--- src/rtl/pong_pkg.sv ---
// pong_pkg: shared types and constants for the ball datapath.
//   ball_state_t : ball controller state (IDLE, MOVE, SCORED)
//   dir_x_t      : horizontal direction (LEFT / RIGHT)
//   dir_y_t      : vertical direction (UP / DOWN)
//   X_POS_W/Y_POS_W : position widths for the 640x480 playfield
//   centre_pos() : centred top-left coordinate of the ball on one axis
package pong_pkg;

    // Position widths: 10 bits covers x in [0,640], 9 bits covers y in [0,480].
    localparam int X_POS_W = 10;
    localparam int Y_POS_W = 9;

    typedef enum logic [1:0] {
        IDLE   = 2'd0,
        MOVE   = 2'd1,
        SCORED = 2'd2
    } ball_state_t;

    typedef enum logic {
        DIR_LEFT  = 1'b0,
        DIR_RIGHT = 1'b1
    } dir_x_t;

    typedef enum logic {
        DIR_UP   = 1'b0,
        DIR_DOWN = 1'b1
    } dir_y_t;

    function automatic int centre_pos(input int screen, input int size);
        return (screen - size) / 2;
    endfunction

endpackage

--- src/rtl/ball_motion_axis_step.sv ---
// ball_axis_step: one axis of the per-frame ball step.
//   pos_i  : current position
//   inc_i  : 1 = moving toward LIMIT, 0 = moving toward 0
//   pos_o  : next position, clamped to [0, LIMIT]
//   edge_o : the step reached a bound (reflect on Y, exit on X)
module ball_axis_step #(
    parameter int POS_W = 10,
    parameter int LIMIT = 632,
    parameter int SPEED = 2
) (
    input  logic [POS_W-1:0] pos_i,
    input  logic             inc_i,
    output logic [POS_W-1:0] pos_o,
    output logic             edge_o
);

    localparam logic [POS_W:0] LIMIT_W = (POS_W+1)'(LIMIT);
    localparam logic [POS_W:0] SPEED_W = (POS_W+1)'(SPEED);

    logic [POS_W:0] pos_w;
    logic [POS_W:0] sum_w;

    // One extra bit so the increment cannot wrap before the bound compare.
    always_comb begin
        pos_w  = {1'b0, pos_i};
        sum_w  = pos_w + SPEED_W;
        pos_o  = pos_i;
        edge_o = 1'b0;
        if (inc_i) begin
            if (sum_w >= LIMIT_W) begin
                pos_o  = LIMIT_W[POS_W-1:0];
                edge_o = 1'b1;
            end else begin
                pos_o = sum_w[POS_W-1:0];
            end
        end else begin
            if (pos_w <= SPEED_W) begin
                pos_o  = '0;
                edge_o = 1'b1;
            end else begin
                pos_o = pos_i - SPEED_W[POS_W-1:0];
            end
        end
    end

endmodule

--- src/rtl/ball_motion.sv ---
// ball_motion: owns the ball position/velocity, steps it once per frame,
// bounces it off walls and paddles, and reports misses as score pulses.
//   clk_i, rst_i          : clock, synchronous active-high reset
//   frame_tick_i          : one-cycle pulse per frame
//   serve_i               : serve request (level) while idle
//   paddle_l/r_hit_i      : collision flags from the paddle checkers
//   ball_left/right/top/bottom : ball rectangle (right/bottom exclusive)
//   score_l_o / score_r_o : one-cycle pulse, left / right player scored
//   moving_o              : ball is in play
module ball_motion
    import pong_pkg::*;
#(
    parameter int SCREEN_W          = 640,
    parameter int SCREEN_H          = 480,
    parameter int BALL_SIZE         = 8,
    parameter int SPEED_X           = 2,
    parameter int SPEED_Y           = 2,
    parameter int COOLDOWN_FRAMES   = 4,
    parameter int SCORE_HOLD_FRAMES = 60
) (
    input  logic               clk_i,
    input  logic               rst_i,
    input  logic               frame_tick_i,
    input  logic               serve_i,
    input  logic               paddle_l_hit_i,
    input  logic               paddle_r_hit_i,
    output logic [X_POS_W-1:0] ball_left,
    output logic [X_POS_W-1:0] ball_right,
    output logic [Y_POS_W-1:0] ball_top,
    output logic [Y_POS_W-1:0] ball_bottom,
    output logic               score_l_o,
    output logic               score_r_o,
    output logic               moving_o
);

    localparam logic [X_POS_W-1:0] X_CENTRE = X_POS_W'(centre_pos(SCREEN_W, BALL_SIZE));
    localparam logic [Y_POS_W-1:0] Y_CENTRE = Y_POS_W'(centre_pos(SCREEN_H, BALL_SIZE));
    localparam int COOL_W = $clog2(COOLDOWN_FRAMES + 1);
    localparam int HOLD_W = $clog2(SCORE_HOLD_FRAMES + 1);
    localparam logic [COOL_W-1:0] COOL_INIT = COOL_W'(COOLDOWN_FRAMES);
    localparam logic [HOLD_W-1:0] HOLD_LAST = HOLD_W'(SCORE_HOLD_FRAMES - 1);

    ball_state_t        state_q, state_d;
    logic [X_POS_W-1:0] x_q, x_d;
    logic [Y_POS_W-1:0] y_q, y_d;
    dir_x_t             dir_x_q, dir_x_d;
    dir_y_t             dir_y_q, dir_y_d;
    logic [COOL_W-1:0]  cool_q, cool_d;
    logic [HOLD_W-1:0]  hold_q, hold_d;
    logic               hit_l_q, hit_l_d, hit_r_q, hit_r_d;
    logic               score_l_q, score_l_d, score_r_q, score_r_d;
    logic               moving_q, moving_d;

    logic               hit_l_eff, hit_r_eff, bounce;
    dir_x_t             dir_x_mv;
    logic [X_POS_W-1:0] x_nxt;
    logic [Y_POS_W-1:0] y_nxt;
    logic               x_edge, y_edge;

    // Latch OR live input covers a hit the checker reports on the tick cycle.
    // Only the paddle the ball is heading toward can reflect it.
    always_comb begin
        hit_l_eff = hit_l_q | paddle_l_hit_i;
        hit_r_eff = hit_r_q | paddle_r_hit_i;
        dir_x_mv  = dir_x_q;
        bounce    = 1'b0;
        if (cool_q == '0) begin
            if (hit_l_eff && dir_x_q == DIR_LEFT) begin
                dir_x_mv = DIR_RIGHT;
                bounce   = 1'b1;
            end else if (hit_r_eff && dir_x_q == DIR_RIGHT) begin
                dir_x_mv = DIR_LEFT;
                bounce   = 1'b1;
            end
        end
    end

    ball_axis_step #(
        .POS_W (X_POS_W),
        .LIMIT (SCREEN_W - BALL_SIZE),
        .SPEED (SPEED_X)
    ) u_x_step (
        .pos_i  (x_q),
        .inc_i  (dir_x_mv == DIR_RIGHT),
        .pos_o  (x_nxt),
        .edge_o (x_edge)
    );

    ball_axis_step #(
        .POS_W (Y_POS_W),
        .LIMIT (SCREEN_H - BALL_SIZE),
        .SPEED (SPEED_Y)
    ) u_y_step (
        .pos_i  (y_q),
        .inc_i  (dir_y_q == DIR_DOWN),
        .pos_o  (y_nxt),
        .edge_o (y_edge)
    );

    always_comb begin
        state_d   = state_q;
        x_d       = x_q;
        y_d       = y_q;
        dir_x_d   = dir_x_q;
        dir_y_d   = dir_y_q;
        cool_d    = cool_q;
        hold_d    = hold_q;
        hit_l_d   = hit_l_eff;
        hit_r_d   = hit_r_eff;
        score_l_d = 1'b0;
        score_r_d = 1'b0;
        case (state_q)
            IDLE: begin
                x_d = X_CENTRE;
                y_d = Y_CENTRE;
                if (frame_tick_i) begin
                    hit_l_d = 1'b0;
                    hit_r_d = 1'b0;
                    if (serve_i) state_d = MOVE;
                end
            end
            MOVE: begin
                if (frame_tick_i) begin
                    hit_l_d = 1'b0;
                    hit_r_d = 1'b0;
                    if (cool_q != '0) cool_d = cool_q - 1'b1;
                    if (bounce) cool_d = COOL_INIT;
                    dir_x_d = dir_x_mv;
                    y_d     = y_nxt;
                    if (y_edge) dir_y_d = (dir_y_q == DIR_DOWN) ? DIR_UP : DIR_DOWN;
                    x_d = x_nxt;
                    if (x_edge) begin
                        if (dir_x_mv == DIR_RIGHT) score_l_d = 1'b1;
                        else                       score_r_d = 1'b1;
                        state_d = SCORED;
                        hold_d  = '0;
                    end
                end
            end
            SCORED: begin
                hit_l_d = 1'b0;
                hit_r_d = 1'b0;
                if (frame_tick_i) begin
                    if (hold_q == HOLD_LAST) begin
                        // dir_x still points at the side that conceded: serve there.
                        state_d = IDLE;
                        hold_d  = '0;
                        cool_d  = '0;
                        x_d     = X_CENTRE;
                        y_d     = Y_CENTRE;
                        dir_y_d = DIR_DOWN;
                    end else begin
                        hold_d = hold_q + 1'b1;
                    end
                end
            end
            default: state_d = IDLE;
        endcase
        moving_d = (state_d == MOVE);
    end

    always_ff @(posedge clk_i) begin
        if (rst_i) begin
            state_q   <= IDLE;
            x_q       <= X_CENTRE;
            y_q       <= Y_CENTRE;
            dir_x_q   <= DIR_RIGHT;
            dir_y_q   <= DIR_DOWN;
            cool_q    <= '0;
            hold_q    <= '0;
            hit_l_q   <= 1'b0;
            hit_r_q   <= 1'b0;
            score_l_q <= 1'b0;
            score_r_q <= 1'b0;
            moving_q  <= 1'b0;
        end else begin
            state_q   <= state_d;
            x_q       <= x_d;
            y_q       <= y_d;
            dir_x_q   <= dir_x_d;
            dir_y_q   <= dir_y_d;
            cool_q    <= cool_d;
            hold_q    <= hold_d;
            hit_l_q   <= hit_l_d;
            hit_r_q   <= hit_r_d;
            score_l_q <= score_l_d;
            score_r_q <= score_r_d;
            moving_q  <= moving_d;
        end
    end

    assign ball_left   = x_q;
    assign ball_right  = x_q + X_POS_W'(BALL_SIZE);
    assign ball_top    = y_q;
    assign ball_bottom = y_q + Y_POS_W'(BALL_SIZE);
    assign score_l_o   = score_l_q;
    assign score_r_o   = score_r_q;
    assign moving_o    = moving_q;

endmodule

--- config.mk ---
export PLATFORM = sky130hd
export DESIGN_NAME = ball_motion
export DESIGN_NICKNAME = d
export VERILOG_FILES = /design/src/rtl/pong_pkg.sv /design/src/rtl/ball_motion_axis_step.sv /design/src/rtl/ball_motion.sv
export SDC_FILE = /design/constraint.sdc
export NUM_CORES = 1
export LEC_CHECK = 0
export CORE_MARGIN = 10
export CORE_UTILIZATION = 54
export DETAILED_ROUTE_END_ITERATION = 10
export HOLD_SLACK_MARGIN = 0.02
export PLACE_DENSITY = 0.89
export SETUP_SLACK_MARGIN = 0.05
export SLEW_MARGIN = 0
export SYNTH_ARGS = -nofsm -noshare
export SYNTH_HDL_FRONTEND = slang
export SYNTH_SLANG_ARGS = --single-unit
--- constraint.sdc ---
create_clock -name clk_i -period 3.3 [get_ports clk_i]
set_input_delay 0.66 -clock clk_i [delete_from_list [all_inputs] [get_ports clk_i]]
set_output_delay 0.66 -clock clk_i [all_outputs]
set_load 0.005 [all_outputs]
==> summary.md <==
| Metric | Value |
|---|---|
| Total of max-cap violations | `0` |
| Worst Setup Start Kind | `flop` |
| Synth top area cells | `dfxtp_1 25%, ha_1 6.1%, nand2_1 4.7%` |
| Row cnt | `26` |
| Skew-Pair Late Insertion Delay | `0.30 ns` |
| Crit share post-route | `0.9002` |
| Hold_buf cts | `0` |
| Largest net degree at the start of global routing | `32` |
| DR pass1 iterations | `5` |
| Commonest cells post-synth | `36 x nand2_1, 35 x dfxtp_1, 34 x nor2_1, 27 x o21ai_0, 23 x a21oi_1` |
| CTS Sinks | `35` |
| Design area | `3332 um2` |
| Reg2reg setup slack | `0.33 ns` |
| Post-Route WL | `7827 um` |
| Peak VDD IR | `0.0001545 V` |
| Worst r2r path cells | `8` |
| Post-synthesis async set-or-reset flop share | `0` |
| IO Port Bufs | `42` |
| Non-filler cells, final | `474` |
| Mean Syn Cell Area | `7.628 um2` |
| Vias per inst | `6.186` |
| Layout cells sized above 1 | `0.09653` |
| Routed wire per std cell | `16.51 um` |
| Core area | `5107 um2` |
| Total power draw | `1.025 mW` |
| Endpoints failing setup | `0` |
| Die area | `8591 um2` |
| Clk buf depth | `2` |
| Top delay family on crit path | `compound AO/OA/AOI/OAI gates` |
| Worst Slack Setup Final | `0.3294 ns` |
| First-pass GRT wire length | `13,210 um` |
| Crit path from | `ball_left[4]` |
| Largest fanout on the critical path | `9` |
| Slew Limit Fails | `0` |
| Synth area leader | `dfxtp_1` |
| GP Congestion | `0.9202` |
| Netlist Area Pre-Place | `2853 um2` |
| EDFF count, synth | `0` |
| Inst Count DP | `466` |
| Max layer used | `met4` |
| Setup Fix Bufs, Post-CTS | `0` |
| DR vias | `2,932` |
| Crit path DAT | `3.17 ns` |
| Sequential cell area | `700.7 um2` |
| # resized after CTS | `0` |
| P&R area growth vs syn | `16.80%` |
| YS warnings | `0` |
| Wl on met1 | `3132 um` |
| CTS tree | `yes` |
| Max_slew headroom | `0.6093` |
| Post-synth top area share | `0.2456` |
| Setup crit end kind | `flop` |
| Final hold violation count | `0` |
| Initial antenna violation count | `0` |
| Clk_skew | `0.007811 ns` |
| Critical Path End | `ball_left[3]` |
| Clk root buf | `clkbuf_8` |
| Cell area after placement | `3219 um2` |
| Final hold slack | `0.4806 ns` |
| Die Width | `92.69 um` |
| CTS Buf Count | `5` |
| Nets | `423` |
| Reg2Reg Capture Point | `ball_left[3]` |
| Fill cells | `451` |
| Worst Hold Class | `flop to flop` |
| TNS Setup | `0 ns` |
| Worst-Margin Slew | `0.5852 ns` |
| Met2 WL | `3845 um` |
| Status | `finished clean` |
| Minimum clock period | `2.971 ns` |
| First DRT Iteration DRCs | `282` |
| Count leader, synth | `nand2_1` |
| WS Path Type | `flop to flop` |
| DP Worst Slack | `0.3298 ns` |
| #FFs+latches synth | `35` |
| Worst-path cell with the longest stage delay | `dfxtp_1` |
| Fin util | `0.6524` |
| H-tree levels | `2` |
| Gr ovfl total | `0` |
| Effective utilization at floorplan | `0.5585` |
| DRC Markers | `0` |
| CP bufs+invs | `0` |
| CP required | `3.50 ns` |
| Multi-input logic area | `1891 um2` |
| Max Freq | `336.6 MHz` |
| Library cells used by synthesis | `70` |
| RSZ-0062 raised after global routing | `no` |
| Sequential-to-total area share from yosys stat | `0.2456` |
| All-Layer GR Usage | `0.1816` |
| PD cells | `307.5 nW/um2` |
| Met3 WL | `652 um` |
| Leakage power | `1.241 nW` |
| Worst flop-to-flop path startpoint | `ball_left[4]` |
| ANT nets after route | `0` |
| N_diodes | `0` |
| Die Span Y | `92.69 um` |
| Vias in the first global route | `2,806` |
| Number of cells on the critical path | `8` |
| # IOs | `47` |
| Worst-path clk slew | `0.08 ns` |
| HPWL Detailed | `5591 um` |
| Crit-path max cell delay | `0.55 ns` |
| CP cell instances | `ha_1, nand4_1, or3_2, o211ai_1, a21oi_1, a2111oi_0, o21ai_0, a21o_1` |
| Post-Syn Instances | `374` |
| Dominant synthesized flop cell | `dfxtp_1` |
-- per-layer routing --
metal	global-route usage	vias to the layer above
met2	0.3182	133
met1	0.2010	1380
met4	0.07069	0
li1	-	1390
met3	0.05488	29
met5	0	-
-- cells in the final DEF (no fill, tap or decap), types with 4 or more instances in the layout --
master and n:
nand3_1 13, dfxtp_1 35, xnor2_1 11, buf_4 8
a31oi_1 4, nand2b_1 5, inv_1 16, o2111ai_1 5
o31ai_1 4, xor2_1 9, nor2_1 34, a21o_1 9
clkbuf_8 5, nand3b_1 4, or2_2 4, a21oi_1 23
o21ai_0 27, clkdlybuf4s50_1 42, nor2b_1 6, nand2_1 36
conb_1 4, nor3_1 11, ha_1 14
-- kinds of logic after synthesis --
family	share of synthesized area
xor+xnor	0.06140
other cells	0.001315
flops	0.2456
fa+ha+maj	0.06140
simple gates	0.2592
mux	0.007018
buf+inv	0.09561
compound gates	0.2684
-- report_power, final --
group	internal [mW]	switching (mW)	total (mW)
clock	0.225	0.172	0.397
combinational	0.0720	0.108	0.180
sequential	0.433	0.0151	0.448
-- how the worst min path moves through the flow --
stage,from,cells after the start,slack (ns),end
floorplan,hold_q[5],2,0.45,hold_q[5]
detailed placement,hold_q[1],2,0.47,hold_q[1]
finish,hold_q[1],2,0.48,hold_q[1]
global placement,hold_q[5],2,0.47,hold_q[5]
global route,hold_q[1],2,0.52,hold_q[1]
CTS,hold_q[1],2,0.48,hold_q[1]
-- registers in the layout (all words and copies together) (netlist names), 2 cells and up --
register and count:
ball_top 8, ball_left 9, cool_q 3, state_q 2
hold_q 6
-- worst min-delay path, delay by kind of cell, from the launching register on --
kind | cells | cell delay (ns)
AND/OR/NAND/NOR | 1 | 0.06
flip-flops | 1 | 0.33
AO/OA/AOI/OAI | 1 | 0.05
-- cell type report --
type	count	share of cell area
clock inverter	3	0.01314
clock buffer	5	0.02065
tap	70	0.02629
sequential	35	0.2103
inverter	16	0.01802
timing repair buffer	50	0.1442
multi-input combinational	295	0.5674
Note: power is estimated with default switching activity, not from simulation.
